**src/rtl/snn_pkg.sv**
```systemverilog
// Shared types and helpers for the rate-coded spike encoder: LFSR geometry,
// FSM state encoding and per-channel seed derivation.
package snn_pkg;

    localparam int PIX_DW_DEF = 8;
    localparam int LFSR_W     = 16;

    // Taps for x^16 + x^14 + x^13 + x^11 + 1 in shift-left Fibonacci form
    localparam int TAP0 = 15;
    localparam int TAP1 = 13;
    localparam int TAP2 = 12;
    localparam int TAP3 = 10;

    typedef enum logic [1:0] {
        ST_LOAD = 2'd0,
        ST_RUN  = 2'd1,
        ST_REST = 2'd2
    } state_t;

    // Rotate the base seed left by (ch mod 16) so every channel gets a distinct phase
    function automatic logic [LFSR_W-1:0] seed_rot(input logic [LFSR_W-1:0] base,
                                                   input int unsigned ch);
        logic [2*LFSR_W-1:0] dbl;
        dbl = {base, base} << ch[3:0];
        return dbl[2*LFSR_W-1 -: LFSR_W];
    endfunction

    function automatic logic [LFSR_W-1:0] lfsr_next(input logic [LFSR_W-1:0] q);
        return {q[LFSR_W-2:0], q[TAP0] ^ q[TAP1] ^ q[TAP2] ^ q[TAP3]};
    endfunction

endpackage

```
**src/rtl/snn_spike_encoder_if.sv**
```systemverilog
// Pixel stream into the spike encoder: valid/ready handshake with one
// unsigned intensity per transfer, channels in order 0..INPUTNUM-1.
interface snn_spike_encoder_if #(
    parameter int PIX_DW = 8
);
    logic              pix_valid;
    logic [PIX_DW-1:0] pix_data;
    logic              pix_ready;

    modport master (output pix_valid, output pix_data, input  pix_ready);
    modport slave  (input  pix_valid, input  pix_data, output pix_ready);
endinterface

```
**src/rtl/snn_lfsr16.sv**
```systemverilog
// One 16-bit Fibonacci LFSR with synchronous seed load and step enable.
module snn_lfsr16
    import snn_pkg::*;
#(
    parameter logic [LFSR_W-1:0] SEED_VAL = 16'h0001
)(
    input  logic              clk,
    input  logic              rst,
    input  logic              load,
    input  logic              step,
    output logic [LFSR_W-1:0] q
);

    always_ff @(posedge clk) begin
        if (rst || load) begin
            q <= SEED_VAL;
        end else if (step) begin
            q <= lfsr_next(q);
        end
    end

endmodule

```
**src/rtl/snn_spike_encoder.sv**
```systemverilog
// Rate-coded spike encoder: loads one image of pixels, presents Bernoulli spikes
// for WINDOW enabled steps, then holds silence for REST enabled steps.
module snn_spike_encoder
    import snn_pkg::*;
#(
    parameter int          INPUTNUM = 10,
    parameter int          PIX_DW   = PIX_DW_DEF,
    parameter int          WINDOW   = 350,
    parameter int          REST     = 150,
    parameter logic [15:0] SEED     = 16'hACE1
)(
    input  logic                clk,
    input  logic                rst,
    input  logic                en,
    snn_spike_encoder_if.slave  pix,
    output logic [INPUTNUM-1:0] spikes,
    output logic                rest_phase,
    output logic                busy,
    output logic                img_done
);

    localparam int CNT_MAX = (WINDOW > REST) ? WINDOW : REST;
    localparam int CNT_W   = (CNT_MAX > 1) ? $clog2(CNT_MAX) : 1;
    localparam int IDX_W   = (INPUTNUM > 1) ? $clog2(INPUTNUM) : 1;

    state_t            state;
    logic [CNT_W-1:0]  cnt;
    logic [IDX_W-1:0]  idx;
    logic [PIX_DW-1:0] pixel  [INPUTNUM];
    logic [LFSR_W-1:0] lfsr_q [INPUTNUM];
    logic [INPUTNUM-1:0] hit;

    logic accept;
    logic last_pix;
    logic lfsr_load;
    logic lfsr_step;

    assign pix.pix_ready = (state == ST_LOAD) & en;
    assign accept        = pix.pix_valid & pix.pix_ready;
    assign last_pix      = (idx == IDX_W'(INPUTNUM - 1));
    // Reseed on the final pixel so every image sees the same pseudo-random sequence
    assign lfsr_load     = accept & last_pix;
    assign lfsr_step     = en & (state == ST_RUN);

    for (genvar g = 0; g < INPUTNUM; g++) begin : g_ch
        snn_lfsr16 #(
            .SEED_VAL (seed_rot(SEED, g))
        ) u_lfsr (
            .clk  (clk),
            .rst  (rst),
            .load (lfsr_load),
            .step (lfsr_step),
            .q    (lfsr_q[g])
        );
        assign hit[g] = (lfsr_q[g][PIX_DW-1:0] < pixel[g]);
    end

    always_ff @(posedge clk) begin
        if (rst) begin
            state      <= ST_LOAD;
            cnt        <= '0;
            idx        <= '0;
            spikes     <= '0;
            rest_phase <= 1'b0;
            busy       <= 1'b0;
            img_done   <= 1'b0;
            for (int i = 0; i < INPUTNUM; i++) begin
                pixel[i] <= '0;
            end
        end else begin
            // Spikes and the done pulse are single-step outputs unless re-asserted below
            spikes   <= '0;
            img_done <= 1'b0;
            if (en) begin
                case (state)
                    ST_LOAD: begin
                        if (accept) begin
                            pixel[idx] <= pix.pix_data;
                            if (last_pix) begin
                                idx   <= '0;
                                cnt   <= '0;
                                state <= ST_RUN;
                                busy  <= 1'b1;
                            end else begin
                                idx <= idx + IDX_W'(1);
                            end
                        end
                    end
                    ST_RUN: begin
                        spikes <= hit;
                        if (cnt == CNT_W'(WINDOW - 1)) begin
                            cnt        <= '0;
                            state      <= ST_REST;
                            rest_phase <= 1'b1;
                        end else begin
                            cnt <= cnt + CNT_W'(1);
                        end
                    end
                    ST_REST: begin
                        if (cnt == CNT_W'(REST - 1)) begin
                            cnt        <= '0;
                            state      <= ST_LOAD;
                            busy       <= 1'b0;
                            rest_phase <= 1'b0;
                            img_done   <= 1'b1;
                        end else begin
                            cnt <= cnt + CNT_W'(1);
                        end
                    end
                    default: begin
                        state <= ST_LOAD;
                    end
                endcase
            end
        end
    end

endmodule

```
**src/flat_wrapper.sv**
```systemverilog
// flat-port wrapper written by rule: the top's interface ports become plain ports
module snn_spike_encoder_flat import snn_pkg::*;
#(
    parameter int          INPUTNUM = 10,
    parameter int          PIX_DW   = PIX_DW_DEF,
    parameter int          WINDOW   = 350,
    parameter int          REST     = 150,
    parameter logic [15:0] SEED     = 16'hACE1
)
  (clk, rst, en, spikes, rest_phase, busy, img_done, pix_pix_valid, pix_pix_data, pix_pix_ready);
  snn_spike_encoder_if #(.PIX_DW(PIX_DW)) pix_i ();
  input  logic clk;
  input  logic rst;
  input  logic en;
  output logic [INPUTNUM-1:0] spikes;
  output logic rest_phase;
  output logic busy;
  output logic img_done;
  input wire logic [$bits(pix_i.pix_valid)-1:0] pix_pix_valid;
  input wire logic [$bits(pix_i.pix_data)-1:0] pix_pix_data;
  output wire logic [$bits(pix_i.pix_ready)-1:0] pix_pix_ready;
  assign pix_i.pix_valid = pix_pix_valid;
  assign pix_i.pix_data = pix_pix_data;
  assign pix_pix_ready = pix_i.pix_ready;
  snn_spike_encoder #(.INPUTNUM(INPUTNUM), .PIX_DW(PIX_DW), .WINDOW(WINDOW), .REST(REST), .SEED(SEED)) u_core (.clk(clk), .rst(rst), .en(en), .pix(pix_i), .spikes(spikes), .rest_phase(rest_phase), .busy(busy), .img_done(img_done));
endmodule
```
**config.mk**
```make
export PLATFORM = sky130hd
export DESIGN_NAME = snn_spike_encoder_flat
export DESIGN_NICKNAME = d
export VERILOG_FILES = /design/src/rtl/snn_pkg.sv /design/src/rtl/snn_spike_encoder_if.sv /design/src/rtl/snn_lfsr16.sv /design/src/rtl/snn_spike_encoder.sv /design/src/flat_wrapper.sv
export SDC_FILE = /design/constraint.sdc
export NUM_CORES = 1
export LEC_CHECK = 0
export CORE_ASPECT_RATIO = 0.6
export CORE_MARGIN = 4
export CORE_UTILIZATION = 65
export DETAILED_ROUTE_END_ITERATION = 8
export PLACE_DENSITY = 0.91
export SLEW_MARGIN = 40
export SYNTH_ARGS = -nofsm -noshare
export SYNTH_HDL_FRONTEND = slang
export SYNTH_SLANG_ARGS = --single-unit
```
**constraint.sdc**
```tcl
create_clock -name clk -period 4.2 [get_ports clk]
set_input_delay 0.84 -clock clk [delete_from_list [all_inputs] [get_ports clk]]
set_output_delay 0.84 -clock clk [all_outputs]
set_load 0.02 [all_outputs]
```
==> run metrics <==
status=completed; die area=20,130 µm²; Synth warnings=0; vias in the first global route=8,523; ys flop type=dfxtp_1; post_cts resized=0; routed len/inst=15.70 µm; non-filler cells, final=1,549; Setup TNS Final=0 ps; CTS Hold Bufs=0; kind of critical path=in -> out; Layout Nets=1,387; Synthesized Nets=1,390; I/O pin cnt=26; via count=8,869; Residual DRC=0; Pins Over Slew Limit=0; GPL Wtd Cong=0.8335; Worst VDD drop=0.2986 mV; Max Fanout on Critical Path=9; Pleak=5.089 nW; Post-Route WL=24,310 µm; Pwr Density=381.6 nW/µm²; number of DRC markers in iteration 0=976; worst slew pin tran=783.6 ps; setup bufs post-CTS=0; hold slack=451.6 ps; die span in y=111.5 µm; Worst Setup Start Kind=input pin; Fin Clk Skew=9.499 ps; Synth top area share=32.43%; worst hold stages=2; fillers=1,210; final period utilization=76.92%; 1st-pass router iterations=5; synth top area cells=dfxtp_1, edfxtp_1, nand2_1, ha_1, a21oi_1; post-synth top area cell=dfxtp_1; CTS tree=yes; final setup fails=0; core area=17,310 µm²; Mapped Area=11,610 µm²; Cells after DPL=1,508; Num CTS Buffers=23; n_diodes=0; Max transition margin=47.76%; hold violation count in the final report=0; max_cap viols=0; largest net degree at the start of global routing=160; worst skew pair latency=510 ps; Overall Global Routing Usage=24.13%; hpwl dp=15,850 µm; post-route minimum period=3231 ps; Mapped Cells=1,302; Seq/Total Area, Yosys=53.13%; Area growth syn-to-layout=9.649%; Hold Crit Class=reg -> reg; PortBufs=25; Root Buffer=clkbuf_16; RSZ-0062 raised after global routing=false; worst-case reg-to-reg path depth=7; Critical Path AT=2390 ps; utilization after layout=73.50%; initial antenna violation count=0; Clock Path Buffers=3; Post-synth EDFFs=80; starting density of the core=67.03%; Synth async-reset ratio=0%; synthesized flop and latch total=268; GR Overflow Total=0; fraction of layout cells with a size suffix above 1=4.411%; Critical Path Sink Type=primary output; total power=4.856 mW; CTS clk-pin slew, worst paths=60 ps; post-synth cell types=48; mean area per synthesized cell=8.914 µm²; CTS Sinks=268; first-pass GRT wire length=41,130 µm; Die Wd=180.5 µm; H-tree depth=1; WP data required=3360 ps; Row Count=37; Routed Antenna Nets=0; Peak Freq=0.3095 GHz; vias per cell=5.726
## cell usage in the layout, fill, tap and decap left out, types with 19 or more instances in the layout
| cell | instances |
|---|---|
| a21oi_1 | 93 |
| nor2_1 | 97 |
| clkdlybuf4s50_1 | 25 |
| xnor2_1 | 31 |
| nand3_1 | 82 |
| inv_1 | 90 |
| nand2_1 | 337 |
| clkbuf_16 | 23 |
| nand2b_1 | 19 |
| dfxtp_1 | 188 |
| ha_1 | 76 |
| nand4_1 | 20 |
| edfxtp_1 | 80 |
## critical path: stages
cell	delay (ps)
clkdlybuf4s50_1	650
and2_1	220
clkdlybuf4s50_1	680
## cell usage after synthesis (12+ instances only)
library cell / number
clkbuf_1: 55
o21ai_0: 17
nand2_1: 338
a21oi_1: 93
nor3_1: 16
nand3_1: 82
inv_1: 90
xnor2_1: 31
nand2b_1: 19
nand4_1: 20
a211oi_1: 14
ha_1: 76
edfxtp_1: 80
a21o_1: 12
nor2_1: 97
dfxtp_1: 188
## metrics by stage
step | instance area, µm² | worst slack (ps)
after global placement | 12020 | 941.3
after global routing | 12730 | 907.0
final | 12730 | 969.4
after floorplan | 11610 | 1639
after CTS | 12720 | 976.7
after detailed placement | 12020 | 837.0
## registers in the layout (all words and copies together) (netlist names)
name / flops
u_core.rest_phase: 1
u_core.busy: 1
u_core.pixel: 80
u_core.state: 2
u_core.spikes: 10
u_core.idx: 4
u_core.cnt: 9
u_core.img_done: 1
u_core.g_ch.u_lfsr.q: 160
## layout make-up
type | count | area, µm² | share of cell area [%]
timing repair buffer | 35 | 366.6 | 2.881
multi-input combinational | 880 | 4858 | 38.18
clock inverter | 5 | 25.02 | 0.1966
inverter | 91 | 341.6 | 2.684
clock buffer | 36 | 675.6 | 5.309
sequential | 268 | 6166 | 48.45
tap | 234 | 292.8 | 2.301
## metal layers
metal	track usage, %	vias to the layer above	wire length (µm)
li1	-	4330	-
met1	34.38	4189	10800
met2	39.23	312	11270
met3	4.114	38	1817
met4	5.337	0	424
met5	0	-	0
## power breakdown
group | leakage (nW) | switching (mW) | total (mW) | internal (mW)
sequential | 2.35 | 0.0130 | 2.70 | 2.69
clock | 0.351 | 0.897 | 2.00 | 1.10
combinational | 2.39 | 0.105 | 0.154 | 0.0497
total | 5.09 | 1.01 | 4.86 | 3.84
## path summary, 6_finish.rpt
path                                       startpoint                                       end  slack, ps
max                                                en                             pix_pix_ready        970
min          u_core.g_ch[1].u_lfsr.q[14]$_SDFFE_PP1P_  u_core.g_ch[1].u_lfsr.q[15]$_SDFFE_PP0P_        450
max reg2reg              u_core.state[0]$_SDFFE_PP0P_          u_core.pixel[2][7]$_SDFFCE_PN0P_       1620
min reg2reg  u_core.g_ch[1].u_lfsr.q[14]$_SDFFE_PP1P_  u_core.g_ch[1].u_lfsr.q[15]$_SDFFE_PP0P_        450
## cell families after synthesis
group / after synthesis / synth area share, %
and+or+nand+nor: 609 / 22.84
DFF: 268 / 53.13
AOI/OAI and AO/OA: 161 / 8.086
buffers and inverters: 154 / 5.164
adders and majority gates: 76 / 8.193
xor gates and xnor gates: 32 / 2.415
muxes: 2 / 0.1725
(Power assumes the default switching activity.)
